==> src/rtl/core_pkg.sv <==
// Shared types and constants for the physical-register allocation slice.
package core_pkg;

  localparam int unsigned PREGS          = 64;
  localparam int unsigned PREG_W         = $clog2(PREGS);
  localparam int unsigned REL_FIFO_DEPTH = 4;
  localparam int unsigned REL_PTR_W      = $clog2(REL_FIFO_DEPTH);
  localparam int unsigned REL_CNT_W      = $clog2(REL_FIFO_DEPTH + 1);

  typedef logic [PREG_W-1:0] preg_t;

  typedef enum logic [1:0] {
    IDLE  = 2'd0,
    WAIT  = 2'd1,
    EMPTY = 2'd2
  } alloc_state_e;

endpackage

==> src/rtl/rel_fifo.sv <==
// Release buffer: small circular FIFO of pregs with three ordered write
// ports (port 0 lands first) and one read port.
module rel_fifo
  import core_pkg::*;
(
  input  logic                 clk,
  input  logic                 rst_n,
  input  logic [2:0]           wr_en_i,
  input  logic [PREG_W-1:0]    wr_data0_i,
  input  logic [PREG_W-1:0]    wr_data1_i,
  input  logic [PREG_W-1:0]    wr_data2_i,
  input  logic                 rd_en_i,
  output logic [PREG_W-1:0]    rd_data_o,
  output logic [REL_CNT_W-1:0] count_o
);

  preg_t                mem_q [REL_FIFO_DEPTH];
  logic [REL_PTR_W-1:0] rd_ptr_q, rd_ptr_d;
  logic [REL_PTR_W-1:0] wr_ptr_q, wr_ptr_d;
  logic [REL_CNT_W-1:0] count_q, count_d;
  logic [REL_PTR_W-1:0] wr_idx [3];
  logic [1:0]           n_push;
  logic                 pop;

  // Compact the enabled write ports onto consecutive slots after the tail.
  always_comb begin
    n_push = '0;
    for (int unsigned i = 0; i < 3; i++) begin
      wr_idx[i] = wr_ptr_q + REL_PTR_W'(n_push);
      if (wr_en_i[i]) n_push = n_push + 2'd1;
    end
    pop      = rd_en_i && (count_q != '0);
    wr_ptr_d = wr_ptr_q + REL_PTR_W'(n_push);
    rd_ptr_d = rd_ptr_q + REL_PTR_W'(pop);
    count_d  = count_q + REL_CNT_W'(n_push) - REL_CNT_W'(pop);
  end

  // Pointer and occupancy registers.
  always_ff @(posedge clk or negedge rst_n) begin
    if (!rst_n) begin
      rd_ptr_q <= '0;
      wr_ptr_q <= '0;
      count_q  <= '0;
    end else begin
      rd_ptr_q <= rd_ptr_d;
      wr_ptr_q <= wr_ptr_d;
      count_q  <= count_d;
    end
  end

  // Storage needs no reset; occupancy alone defines validity.
  always_ff @(posedge clk) begin
    if (wr_en_i[0]) mem_q[wr_idx[0]] <= wr_data0_i;
    if (wr_en_i[1]) mem_q[wr_idx[1]] <= wr_data1_i;
    if (wr_en_i[2]) mem_q[wr_idx[2]] <= wr_data2_i;
  end

  // Head of queue and occupancy.
  always_comb begin
    rd_data_o = mem_q[rd_ptr_q];
    count_o   = count_q;
  end

endmodule

==> src/rtl/preg_alloc_ctrl.sv <==
// Rename-side preg allocation controller: arbitrates two rename slots onto a
// single registered free-list alloc port, and buffers commit/flush releases
// into the free-list release port.
module preg_alloc_ctrl
  import core_pkg::*;
(
  input  logic              clk,
  input  logic              reset_n,
  input  logic [1:0]        rn_req,
  output logic [1:0]        rn_gnt,
  output logic [PREG_W-1:0] rn_preg0,
  output logic [PREG_W-1:0] rn_preg1,
  output logic              fl_alloc_en,
  input  logic [PREG_W-1:0] fl_alloc_phys,
  input  logic              fl_alloc_valid,
  output logic              fl_free_en,
  output logic [PREG_W-1:0] fl_free_phys,
  input  logic [1:0]        cm_free_en,
  input  logic [PREG_W-1:0] cm_free_phys0,
  input  logic [PREG_W-1:0] cm_free_phys1,
  output logic              cm_free_ready,
  input  logic              flush,
  output logic              fl_empty
);

  alloc_state_e         state_q, state_d;
  logic                 cur_slot_q, cur_slot_d;
  preg_t                preg0_q, preg1_q;
  logic [1:0]           gnt;
  logic                 alloc_req;
  logic                 reclaim;
  logic [REL_CNT_W-1:0] fifo_count;

  // Allocation FSM: next state, grant and alloc issue.
  always_comb begin
    state_d    = state_q;
    cur_slot_d = cur_slot_q;
    alloc_req  = 1'b0;
    gnt        = '0;
    reclaim    = 1'b0;
    unique case (state_q)
      IDLE: begin
        if (!flush && (rn_req != 2'b00)) begin
          alloc_req  = 1'b1;
          cur_slot_d = ~rn_req[0];
          state_d    = WAIT;
        end
      end
      WAIT: begin
        if (flush) begin
          reclaim = fl_alloc_valid;
          state_d = IDLE;
        end else if (fl_alloc_valid) begin
          gnt[cur_slot_q] = 1'b1;
          if (rn_req[~cur_slot_q]) begin
            alloc_req  = 1'b1;
            cur_slot_d = ~cur_slot_q;
          end else begin
            state_d = IDLE;
          end
        end else begin
          state_d = EMPTY;
        end
      end
      EMPTY: begin
        if (flush || fl_free_en) state_d = IDLE;
      end
      default: state_d = IDLE;
    endcase
  end

  // Output decode; alloc issue is combinational from rn_req in IDLE, so it is
  // qualified with reset_n to stay quiet while reset is held.
  always_comb begin
    rn_gnt        = gnt;
    rn_preg0      = gnt[0] ? fl_alloc_phys : preg0_q;
    rn_preg1      = gnt[1] ? fl_alloc_phys : preg1_q;
    fl_alloc_en   = alloc_req && reset_n;
    fl_empty      = (state_q == EMPTY);
    fl_free_en    = (fifo_count != '0);
    cm_free_ready = (fifo_count <= REL_CNT_W'(1));
  end

  // State, current slot and held grant values.
  always_ff @(posedge clk or negedge reset_n) begin
    if (!reset_n) begin
      state_q    <= IDLE;
      cur_slot_q <= 1'b0;
      preg0_q    <= '0;
      preg1_q    <= '0;
    end else begin
      state_q    <= state_d;
      cur_slot_q <= cur_slot_d;
      preg0_q    <= rn_preg0;
      preg1_q    <= rn_preg1;
    end
  end

  rel_fifo u_rel_fifo (
    .clk        (clk),
    .rst_n      (reset_n),
    .wr_en_i    ({cm_free_en[1], cm_free_en[0], reclaim}),
    .wr_data0_i (fl_alloc_phys),
    .wr_data1_i (cm_free_phys0),
    .wr_data2_i (cm_free_phys1),
    .rd_en_i    (fl_free_en),
    .rd_data_o  (fl_free_phys),
    .count_o    (fifo_count)
  );

endmodule

==> config.mk <==
export PLATFORM = sky130hd
export DESIGN_NAME = preg_alloc_ctrl
export DESIGN_NICKNAME = d
export VERILOG_FILES = /design/src/rtl/core_pkg.sv /design/src/rtl/rel_fifo.sv /design/src/rtl/preg_alloc_ctrl.sv
export SDC_FILE = /design/constraint.sdc
export NUM_CORES = 1
export LEC_CHECK = 0
export ABC_AREA = 1
export ABC_CLOCK_PERIOD_IN_PS = 2700
export CORE_MARGIN = 1.5
export CORE_UTILIZATION = 50
export CTS_CLUSTER_SIZE = 24
export DETAILED_ROUTE_END_ITERATION = 10
export HOLD_SLACK_MARGIN = 0.03
export MAX_ROUTING_LAYER = met4
export PLACE_DENSITY = 0.72
export SYNTH_ARGS = -nofsm -noshare
export SYNTH_HDL_FRONTEND = slang
export SYNTH_SLANG_ARGS = --single-unit
==> constraint.sdc <==
create_clock -name clk -period 2.7 [get_ports clk]
set_input_delay 0.54 -clock clk [delete_from_list [all_inputs] [get_ports clk]]
set_output_delay 0.54 -clock clk [all_outputs]
set_load 0.02 [all_outputs]
== Word-level counts from Yosys, hierarchy flattened ==
Memory sizes are Yosys's and may differ from the RTL's.
Cells that the tools add are included.

* Mux-type cells: 36
* $add $sub $neg: 8
* $lt $le $gt $ge: 4
* Equal/unequal tests: 8
* Bitwise gates (word level): 2
* Reduce and logical (&&, ||, !) cells: 11

{| class="wikitable"
|+ Operator list
! operator !! number
|-
| $mux W1 || 20
|-
| $mux W2 || 10
|-
| $mux W6 || 2
|-
| $ne A2 B2 Y1 const B || 4
|-
| $pmux W2 S3 || 1
|-
| $reduce_and A5 Y1 || 1
|-
| $add A2 B1 Y2 || 2
|-
| $add A2 B2 Y2 || 2
|-
| $lt A1 B2 Y1 const B || 2
|-
| $ne A4 B4 Y1 const B || 1
|-
| $pmux W1 S2 || 2
|-
| $reduce_bool A2 Y1 || 2
|-
| $add A3 B2 Y3 || 1
|-
| $le A3 B1 Y1 const B || 1
|-
| $logic_and A1 B1 Y1 || 3
|-
| $reduce_and A3 Y1 || 1
|-
| $reduce_bool A3 Y1 || 1
|-
| $sub A3 B1 Y3 || 1
|-
| $add A1 B1 Y2 const B || 1
|-
| $add A2 B1 Y2 const B || 1
|-
| $eq A2 B1 Y1 const B || 1
|-
| $eq A2 B2 Y1 const B || 1
|-
| $logic_not A2 Y1 || 1
|-
| $ne A2 B1 Y1 const B || 1
|-
| other kinds (5) || 6
|}

* Output and inout bits: 24
* Memories kept: 1
* Flip-flop bits (word level): 22
* Bits in writable memories: 24
* Logic and storage cells: 77

{| class="wikitable"
|+ Memory list
! name !! depth !! bits a word !! read ports !! clocked after Yosys merged registers in !! wr ports !! line !! RTL
|-
| u_rel_fifo.mem_q || 4 || 6 || 1 || 0 || 3 || rel_fifo.sv:17 || <nowiki>preg_t mem_q [REL_FIFO_DEPTH];</nowiki>
|}

== Longest topological paths before layout ==
Gate-level depths: netlist of the first run.

* Depth after elaboration: 9
* Depth in mapped cells: 12
* Depth with buffers taken out: 11

== By module ==
A second synthesis of the first run with hierarchy kept.

* Cell total of the unflattened synthesis: 372
* Area total of the unflattened synthesis: 3052.9 µm²

{| class="wikitable"
|+ By module, submodules not included
! module !! cells an instance !! area each (µm²) !! instances
|-
| rel_fifo || 290 || 2269.7 || 1
|-
| preg_alloc_ctrl || 82 || 783.3 || 1
|}

== Least setup slack after synthesis of the first run ==
Ideal clock, no wire load.

* Path type: input-to-reg
* Start: input port flush
* End: memory u_rel_fifo.mem_q[2][0] (netlist bit), enable pin
* Slack: 0.294 ns
* Path buffers: 0
* Arrival time: 2.081 ns
* Library setup time: 0.325 ns
* Cell stages on the path: 8
* Cells stage by stage: nand2_1 > nor2_1 > inv_1 > ha_1 > ha_1 > nor2_2 > nand3_2 > nand3_1

{| class="wikitable"
|+ RTL lines
! what !! line !! RTL
|-
| from (decl) || preg_alloc_ctrl.sv:22 || <nowiki>input logic flush,</nowiki>
|-
| to (decl) || rel_fifo.sv:17 ||
|}

== Final worst setup path of the first run ==
* Start: input port fl_alloc_valid
* End: output port rn_preg0[0]

* Longest elaborated chain between the ends: 4

{| class="wikitable"
|+ Ends and longest elaborated chain
! what !! line !! RTL
|-
| from (decl) || preg_alloc_ctrl.sv:15 || <nowiki>input logic fl_alloc_valid,</nowiki>
|-
| $mux W2 || preg_alloc_ctrl.sv:53 || <nowiki>end else if (fl_alloc_valid) begin</nowiki>
|-
| $mux W2 || preg_alloc_ctrl.sv:50 || <nowiki>if (flush) begin</nowiki>
|-
| $mux W2 || preg_alloc_ctrl.sv:41 || <nowiki>unique case (state_q)</nowiki>
|-
| $mux W6 || preg_alloc_ctrl.sv:76 || <nowiki>rn_preg0 = gnt[0] ? fl_alloc_phys : preg0_q;</nowiki>
|-
| to (decl) || preg_alloc_ctrl.sv:11 || <nowiki>output logic [PREG_W-1:0] rn_preg0,</nowiki>
|}

No other way between the ends.

==> metrics.md, run 1 <==
| Metric | Value |
|---|---|
| Pin count of the biggest net entering global routing | 23 |
| Starting Density | 51.7% |
| Fin Hold WS | approximately 500 ps |
| Vias in the first global route | roughly 2600 |
| Sequential share of power | between 30% and 40% |
| Clk pwr share | about an eighth |
| CTS root buf | clkbuf_8 |
| Critical Path AT | 2040 ps |
| Hold Violations, Final | 0 |
| Top Layer Used | met4 |
| Critical Path Sink | rn_preg0[0] |
| Relative slew slack | slightly above 70% |
| TritonCTS buffer count | 5 |
| WL/cell | about 14 um |
| FFs w/ async S/R, synth | a little under half |
| Worst-case reg-to-reg path depth | 10 |
| Detailed-routed wire length on met2 | between 3000 and 4000 um |
| Worst min path class | flip-flop to flip-flop |
| Tot GR Track Use | 25.3% |
| Port buffer count | 49 |
| Rows | 27 |
| Net switching power figure | 1730 uW |
| Setup Crit Path Kind | input port to primary output |
| Initial antenna violation count | 0 |
| Slowest CP cell | clkdlybuf4s50_1 |
| I/O pins | 50 |
| WL met1 | about 3100 um |
| Minimum clock period | ~2600 ps |
| Final Setup Violations | 0 |
| H-Tree Depth | 2 |
| Post-synth EDFFs | 24 |
| Synth Net Count | ~400 |
| TNS Setup | 0 ps |
| Final Slew Violations | 0 |
| Antenna Cells | 0 |
| Clock-pin transition on the worst setup and hold timing paths | approximately 80 ps |
| Share of cells above drive strength 1 | between 15 and 20% |
| Worst-margin pin slew | 411 ps |
| Mapped Area | 2850 um2 |
| Die area | 6160 um2 |
| Register area share after synthesis | between 40 and 50% |
| Vias per inst | around 5.3 |
| Req. time, crit path | 2160 ps |
| Post-synth cell types | 27 |
| Clock Latency Late Sink | 300 ps |
| Final GP Congestion | between 0.8 and 0.9 |
| Clock Skew | between 5 and 6 ps |
| Max Clock Freq | between 0.3 and 0.4 GHz |
| Crit path capture type | primary output |
| Synth top area share | between 20% and 30% |
| Post-route ant nets | 0 |
| R2r setup slk | 440 ps |
| Int Pwr | around 2300 uW |
| Status | finished clean |
| First-pass GRT wire length | about 12000 um |
| Worst vdd ir | 582 uV |
| Residual DRC count | 0 |
| Critical R2R Launch | state_q[1]$_DFFE_PN0P_ |
| Layout area overhead | 30.8% |
| Final HPWL DP | roughly 5600 um |
| Logic pwr share | roughly 56% |
| Chip Width | slightly below 80 um |
| Grt ovf | 0 |
| Critical Path Start Type | input port |
| CP startpoint | fl_alloc_valid |
| Static leakage | 0.00183 uW |
| Worst path cell trace | clkdlybuf4s50_1, inv_1, nor2_2, nand3_1, buf_4, o21ai_1, dlygate4sd2_1 |
| FF+latch count, synth | 46 |
| Final Cycle Share | a little over nine tenths |
| Final net count | roughly 480 |
| PwrDens | between 1000 and 1500 nW/um2 |
| Clock Tree Buf Depth | 2 |
| Post-synth top flop | edfxtp_1 |
| Via count | about 2700 |
| CP peak stage delay | ~500 ps |
| Met3 wire length | between 300 and 400 um |
| Reg-to-Reg End | u_rel_fifo.count_o[2]$_DFF_PN0_ |
| Core Box Area | roughly 5500 um2 |
| CTS tree | done |
| Die Y | between 70 and 80 um |
| Drt total wl | 7140 um |
| CTS Hold Buffers Added | 0 |
| Switch share | 42.5% |
| Worst Path Max Fanout | 13 |
| CTS sink count | 46 |
| Cells after Synth | roughly 370 |
| Pre-antenna DRT Iters | 5 |
| Syn_area_per_cell | approximately 7.8 um2 |
| 1st-iter DRT viols | around 300 |
| Max-cap viol count | 0 |
| Dominant cell type by area after synthesis | edfxtp_1 |
| Top post-synthesis cells by area | edfxtp_1 25%, dfrtp_1 19%, nand2_1 16% |
| Yosys Warn Count | 0 |
==> through the flow <==
step                total power, uW  utilization, %  worst slack, ps  std cells  instance area [um2]
finish                         4070            67.7              118        514                 3730
global route                   4370            67.7            -5.48        514                 3730
CTS                            4090            67.6             3.71        514                 3720
detailed placement             3650            66.0             -310        506                 3630
global placement               3590            66.0             -299        506                 3630
floorplan                      2710               -              294        366                 2850
==> flip-flops by register name, summed over array words and instances (netlist names) <==
name / flops
u_rel_fifo.wr_ptr_q: 2
u_rel_fifo.rd_ptr_q: 2
preg0_q: 6
preg1_q: 6
u_rel_fifo.count_o: 3
state_q: 2
cur_slot_q: 1
u_rel_fifo.mem_q: 24
==> worst min-delay path by stage <==
stage | cells after the start | to | start | slack, ps
CTS | 2 | preg0_q[3]$_DFF_PN0_ | preg0_q[3]$_DFF_PN0_ | 500
detailed placement | 2 | preg0_q[5]$_DFF_PN0_ | preg0_q[5]$_DFF_PN0_ | 490
floorplan | 0 | cur_slot_q$_DFFE_PN0P_ | reset_n | 240
global placement | 2 | preg0_q[4]$_DFF_PN0_ | preg0_q[4]$_DFF_PN0_ | 480
global route | 2 | preg1_q[5]$_DFF_PN0_ | preg1_q[5]$_DFF_PN0_ | 530
finish | 2 | preg0_q[3]$_DFF_PN0_ | preg0_q[3]$_DFF_PN0_ | 500
==> power groups by stage <==
stage | clock network (uW) | registers (uW) | logic, uW
floorplan | 0 | 1250 | 1460
global placement | 0 | 1310 | 2280
detailed placement | 0 | 1320 | 2340
CTS | 508 | 1300 | 2280
global route | 536 | 1340 | 2500
finish | 501 | 1300 | 2260
==> worst max-delay path, delay by kind of cell <==
family,cells,cell delay [ps]
compound gates,1,180
buf+inv,4,1100
simple gates,2,220
==> routing by layer <==
metal  vias to the layer above  global-route usage, %
li1                       1365                      -
met1                      1275                   31.8
met2                        89                   42.0
met3                         8                   4.07
met4                         0                   7.86
met5                         -                      -
==> Yosys cell counts (2+ instances only) <==
cell,count
xor2_1,2
edfxtp_1,24
ha_1,9
clkbuf_1,2
inv_2,6
inv_1,25
nor2_2,2
o21ai_1,12
xnor2_1,4
nand2_1,124
buf_4,2
nand3_2,6
nor2_1,17
nand3_1,65
buf_2,6
nand2_2,8
o21ai_0,14
o22ai_1,6
buf_6,3
dfrtp_1,22
==> area by class of cell <==
| type | instances | area [um2] |
|---|---|---|
| clock buffer | 5 | 68.8 |
| clock inverter | 3 | 40.0 |
| fill | 474 | 1780 |
| inverter | 32 | 123 |
| multi-input combinational | 275 | 1370 |
| sequential | 46 | 1270 |
| tap | 72 | 90.1 |
| timing repair buffer | 81 | 759 |
==> timing repair <==
action                                  CTS  global route
resized for setup                        15             6
endpoints found under the setup margin   15            45
setup buffers                             0             0
==> placed cells by master, fill, tap and decap left out, types with 4 or more instances in the layout <==
master | synthesis | layout
edfxtp_1 | 24 | 24
xnor2_1 | 4 | 4
dlygate4sd2_1 | 0 | 13
nand2_2 | 8 | 8
nor2_2 | 2 | 4
buf_4 | 2 | 28
nand3_1 | 65 | 65
clkdlybuf4s50_1 | 0 | 34
buf_12 | 0 | 4
inv_2 | 6 | 6
inv_1 | 25 | 25
nor2_1 | 17 | 15
dfrtp_1 | 22 | 22
nand2_1 | 124 | 124
o22ai_1 | 6 | 6
nand3_2 | 6 | 6
o21ai_0 | 14 | 13
clkbuf_8 | 0 | 5
o21ai_1 | 12 | 13
ha_1 | 9 | 9
==> kinds of logic after synthesis <==
logic type	after synthesis	synth area share [%]
adder cells (fa/ha/maj)	10	4.66
flip-flops	46	44.6
XOR/XNOR	6	1.84
buffers and inverters	45	7.33
AND/OR/NAND/NOR	224	34.9
AO/OA/AOI/OAI	35	6.68
(Power assumes the default switching activity.)
==> inputs of run 2 (changes only) <==
- SYNTH_HIERARCHICAL: unset -> 1
==> run 2 against run 1 <==
Die area grew 6.9%. Cell area grew 7.5%. Combinational power grew 9.7%. Worst setup slack lost 100 ps. Highest routed layer unchanged. Clock skew grew 1.3 ps. Utilization is essentially flat. Non-clock buffer count grew 18. Total power grew 3.1%. Global-route usage grew 0.85 points. Clock power shrank 18%. Clock-buffer cell count grew 1. Sequential share of layout area shrank 2.4 points.
==> metrics.md, run 2 <==
| Metric | Value |
|---|---|
| Hold Violations, Final | 0 |
| CP peak stage delay | between 400 and 500 ps |
| WL/cell | approximately 15 um |
| Post-synth top flop | edfxtp_1 |
| Relative slew slack | around 68% |
| Core Box Area | approximately 5900 um2 |
| FFs w/ async S/R, synth | 47.8% |
| Layout area overhead | 31.2% |
| Crit path capture type | flip-flop |
| Fin Hold WS | roughly 480 ps |
| Setup Crit Path Kind | input port to flip-flop |
| Detailed-routed wire length on met2 | approximately 3700 um |
| Number of flip-flops in the largest register | 24 |
| Final GP Congestion | roughly 0.88 |
| Chip Width | 81.1 um |
| TNS Setup | 0 ps |
| Critical Path Start Type | input port |
| Worst min path class | flip-flop to flip-flop |
| Register area share after synthesis | 41.6% |
| Max Clock Freq | ~0.37 GHz |
| Clock Latency Late Sink | 300 ps |
| CTS root buf | clkbuf_8 |
| Minimum clock period | 2690 ps |
| Final Setup Violations | 0 |
| Yosys Warn Count | 6 |
| R2r setup slk | between 200 and 300 ps |
| First-pass GRT wire length | approximately 12000 um |
| CTS Hold Buffers Added | 0 |
| Antenna Cells | 0 |
| CTS sink count | 46 |
| Reg-to-Reg End | u_rel_fifo/count_o[2]$_DFF_PN0_ |
| Critical R2R Launch | state_q[0]$_DFFE_PN0P_ |
| Worst Path Max Fanout | 3 |
| Starting Density | around 52% |
| Worst path cell trace | clkdlybuf4s50_1, inv_1, nor4_4, inv_2, ha_4, xor2_2, or2_4, nand2_1, ha_1, fa_1, xnor2_1 |
| Port buffer count | slightly below 50 |
| Post-route ant nets | 0 |
| Die Y | 81.1 um |
| Syn_area_per_cell | 8.21 um2 |
| Count leader, synth | nand2_1 |
| Req. time, crit path | between 2000 and 3000 ps |
| Final net count | roughly 500 |
| Via count | approximately 2900 |
| Commonest non-fill, non-tap cell in the layout | nand2_1 |
| Critical path buffer and inverter count | 3 |
| CP top delay family | adder cells |
| Top post-synthesis cells by area | edfxtp_1 24%, dfrtp_1 18%, nand2_1 15% |
| Hold Crit Start | preg1_q[3]$_DFF_PN0_ |
| Final HPWL DP | between 5000 and 6000 um |
| Met3 wire length | roughly 550 um |
| Top Layer Used | met4 |
| Placed cells | approximately 530 |
| RSZ-0062 raised after global routing | true |
| Critical Path AT | 2880 ps |
| Pin count of the biggest net entering global routing | 23 |
| I/O pins | 50 |
| Worst-case reg-to-reg path depth | 10 |
| TritonCTS buffer count | 5 |
| Clock-pin transition on the worst setup and hold timing paths | 80 ps |
| Grt ovf | 0 |
| Synth Net Count | 406 |
| Tot GR Track Use | about a quarter |
| Drt total wl | 7920 um |
| Vias per inst | between 5 and 6 |
| Worst Hold Path EP | preg1_q[3]$_DFF_PN0_ |
| Hold Path Depth | 2 |
| Max-cap viol count | 0 |
| Clock Tree Buf Depth | 2 |
| Final Slew Violations | 0 |
| Worst vdd ir | 678 uV |
| Most frequent cells in the layout | 118 x nand2_1, 59 x nand3_1, 50 x buf_4, 34 x clkdlybuf4s50_1, 24 x edfxtp_1 |
| H-Tree Depth | 2 |
| Pre-antenna DRT Iters | 6 |
| Post-synth cell types | 30 |
| Synth top area share | around a quarter |
| Initial antenna violation count | 0 |
| 1st-iter DRT viols | 272 |
| Total power | 4190 uW |
| Final Cycle Share | about 99% |
| CTS tree | done |
| Die area | roughly 6600 um2 |
| Non-filler cells, final | 541 |
| Static leakage | 0.00196 uW |
| Rows | 28 |
| FF+latch count, synth | 46 |
| WL met1 | 3440 um |
| Vias in the first global route | about 2700 |
| Residual DRC count | 0 |
| Mapped Area | 3050 um2 |
| PwrDens | between 1000 and 1500 nW/um2 |
| Slowest CP cell | clkdlybuf4s50_1 |
| Clock Skew | around 6.9 ps |
| Share of cells above drive strength 1 | about 28% |
| Dominant cell type by area after synthesis | edfxtp_1 |
| Post-synth EDFFs | 24 |
| Status | finished clean |
| Post-synth top cells | 118 x nand2_1, 61 x nand3_1, 24 x edfxtp_1, 24 x inv_1, 22 x dfrtp_1 |
| Cells after Synth | 372 |
| Worst-margin pin slew | 476 ps |
==> run 2: cell count changes after synthesis, sizes merged, moves of 2 or more <==
cell    change
clkbuf      -2
or2         +2
buf         +2
nand2       +4
ha          -2
inv         -2
nor2        +3
nand3       +2
==> run 2: worst max path at each step <==
stage,start,slack [ps],end,depth (start not counted)
finish,flush,10,u_rel_fifo/count_o[2]$_DFF_PN0_,11
global route,flush,-90,u_rel_fifo/count_o[2]$_DFF_PN0_,11
CTS,fl_alloc_valid,5,rn_preg0[0],8
detailed placement,fl_alloc_valid,-350,u_rel_fifo/count_o[2]$_DFF_PN0_,11
global placement,fl_alloc_valid,-280,u_rel_fifo/count_o[1]$_DFF_PN0_,10
floorplan,fl_alloc_valid,10,u_rel_fifo/count_o[1]$_DFF_PN0_,9
==> run 2: timing repair <==
item	CTS	global route
gates resized for setup	18	33
buffers inserted	3	4
setup endpoints to repair	23	55
pin swaps	2	2
==> run 2: worst reg2reg max path, delay by kind of cell (launching register included) <==
family	cells	cell delay [ps]
AND/OR/NAND/NOR	3	540
flip-flops	1	400
buffers and inverters	2	180
XOR/XNOR	2	360
adder cells (fa/ha/maj)	3	860
==> run 2: final cells by class <==
cell class / instances / area (um2)
clock inverters: 2 / 13.8
well taps: 75 / 93.8
inverters: 30 / 118
fillers: 493 / 1920
repair buffers: 99 / 817
multi-input cells: 283 / 1620
clock buffers: 6 / 72.6
flip-flops and latches: 46 / 1270
==> run 2: layer usage <==
| metal | global-route usage [%] | vias to the layer above |
|---|---|---|
| li1 | - | 1409 |
| met2 | 40.8 | 112 |
| met3 | 4.16 | 24 |
| met4 | 9.66 | 0 |
| met1 | 34.4 | 1308 |
| met5 | - | - |
==> run 2: power by group <==
part	switching (uW)	leakage, uW	total, uW	internal, uW
registers	164	0.000500	1310	1140
logic	1500	0.00141	2480	975
clock network	227	0.0000452	410	183
==> run 2: kinds of logic (layout without fill, tap and decap cells) <==
| logic type | Yosys count | after routing | share of synthesized area, % |
|---|---|---|---|
| AO/OA/AOI/OAI | 33 | 33 | 7.21 |
| XOR/XNOR | 7 | 7 | 2.01 |
| adder cells (fa/ha/maj) | 8 | 8 | 3.52 |
| buffers and inverters | 43 | 137 | 7.42 |
| flip-flops | 46 | 46 | 41.6 |
| AND/OR/NAND/NOR | 235 | 235 | 38.2 |
==> run 2: through the flow <==
step	setup slack (ps)	instance area, um2	util (%)
6_report	14.0	4010	67.6
5_1_grt	-92.5	4010	67.6
4_1_cts	4.78	3960	66.9
3_5_place_dp	-352	3860	65.2
3_3_place_gp	-281	3860	65.2
2_1_floorplan	13.1	3060	-
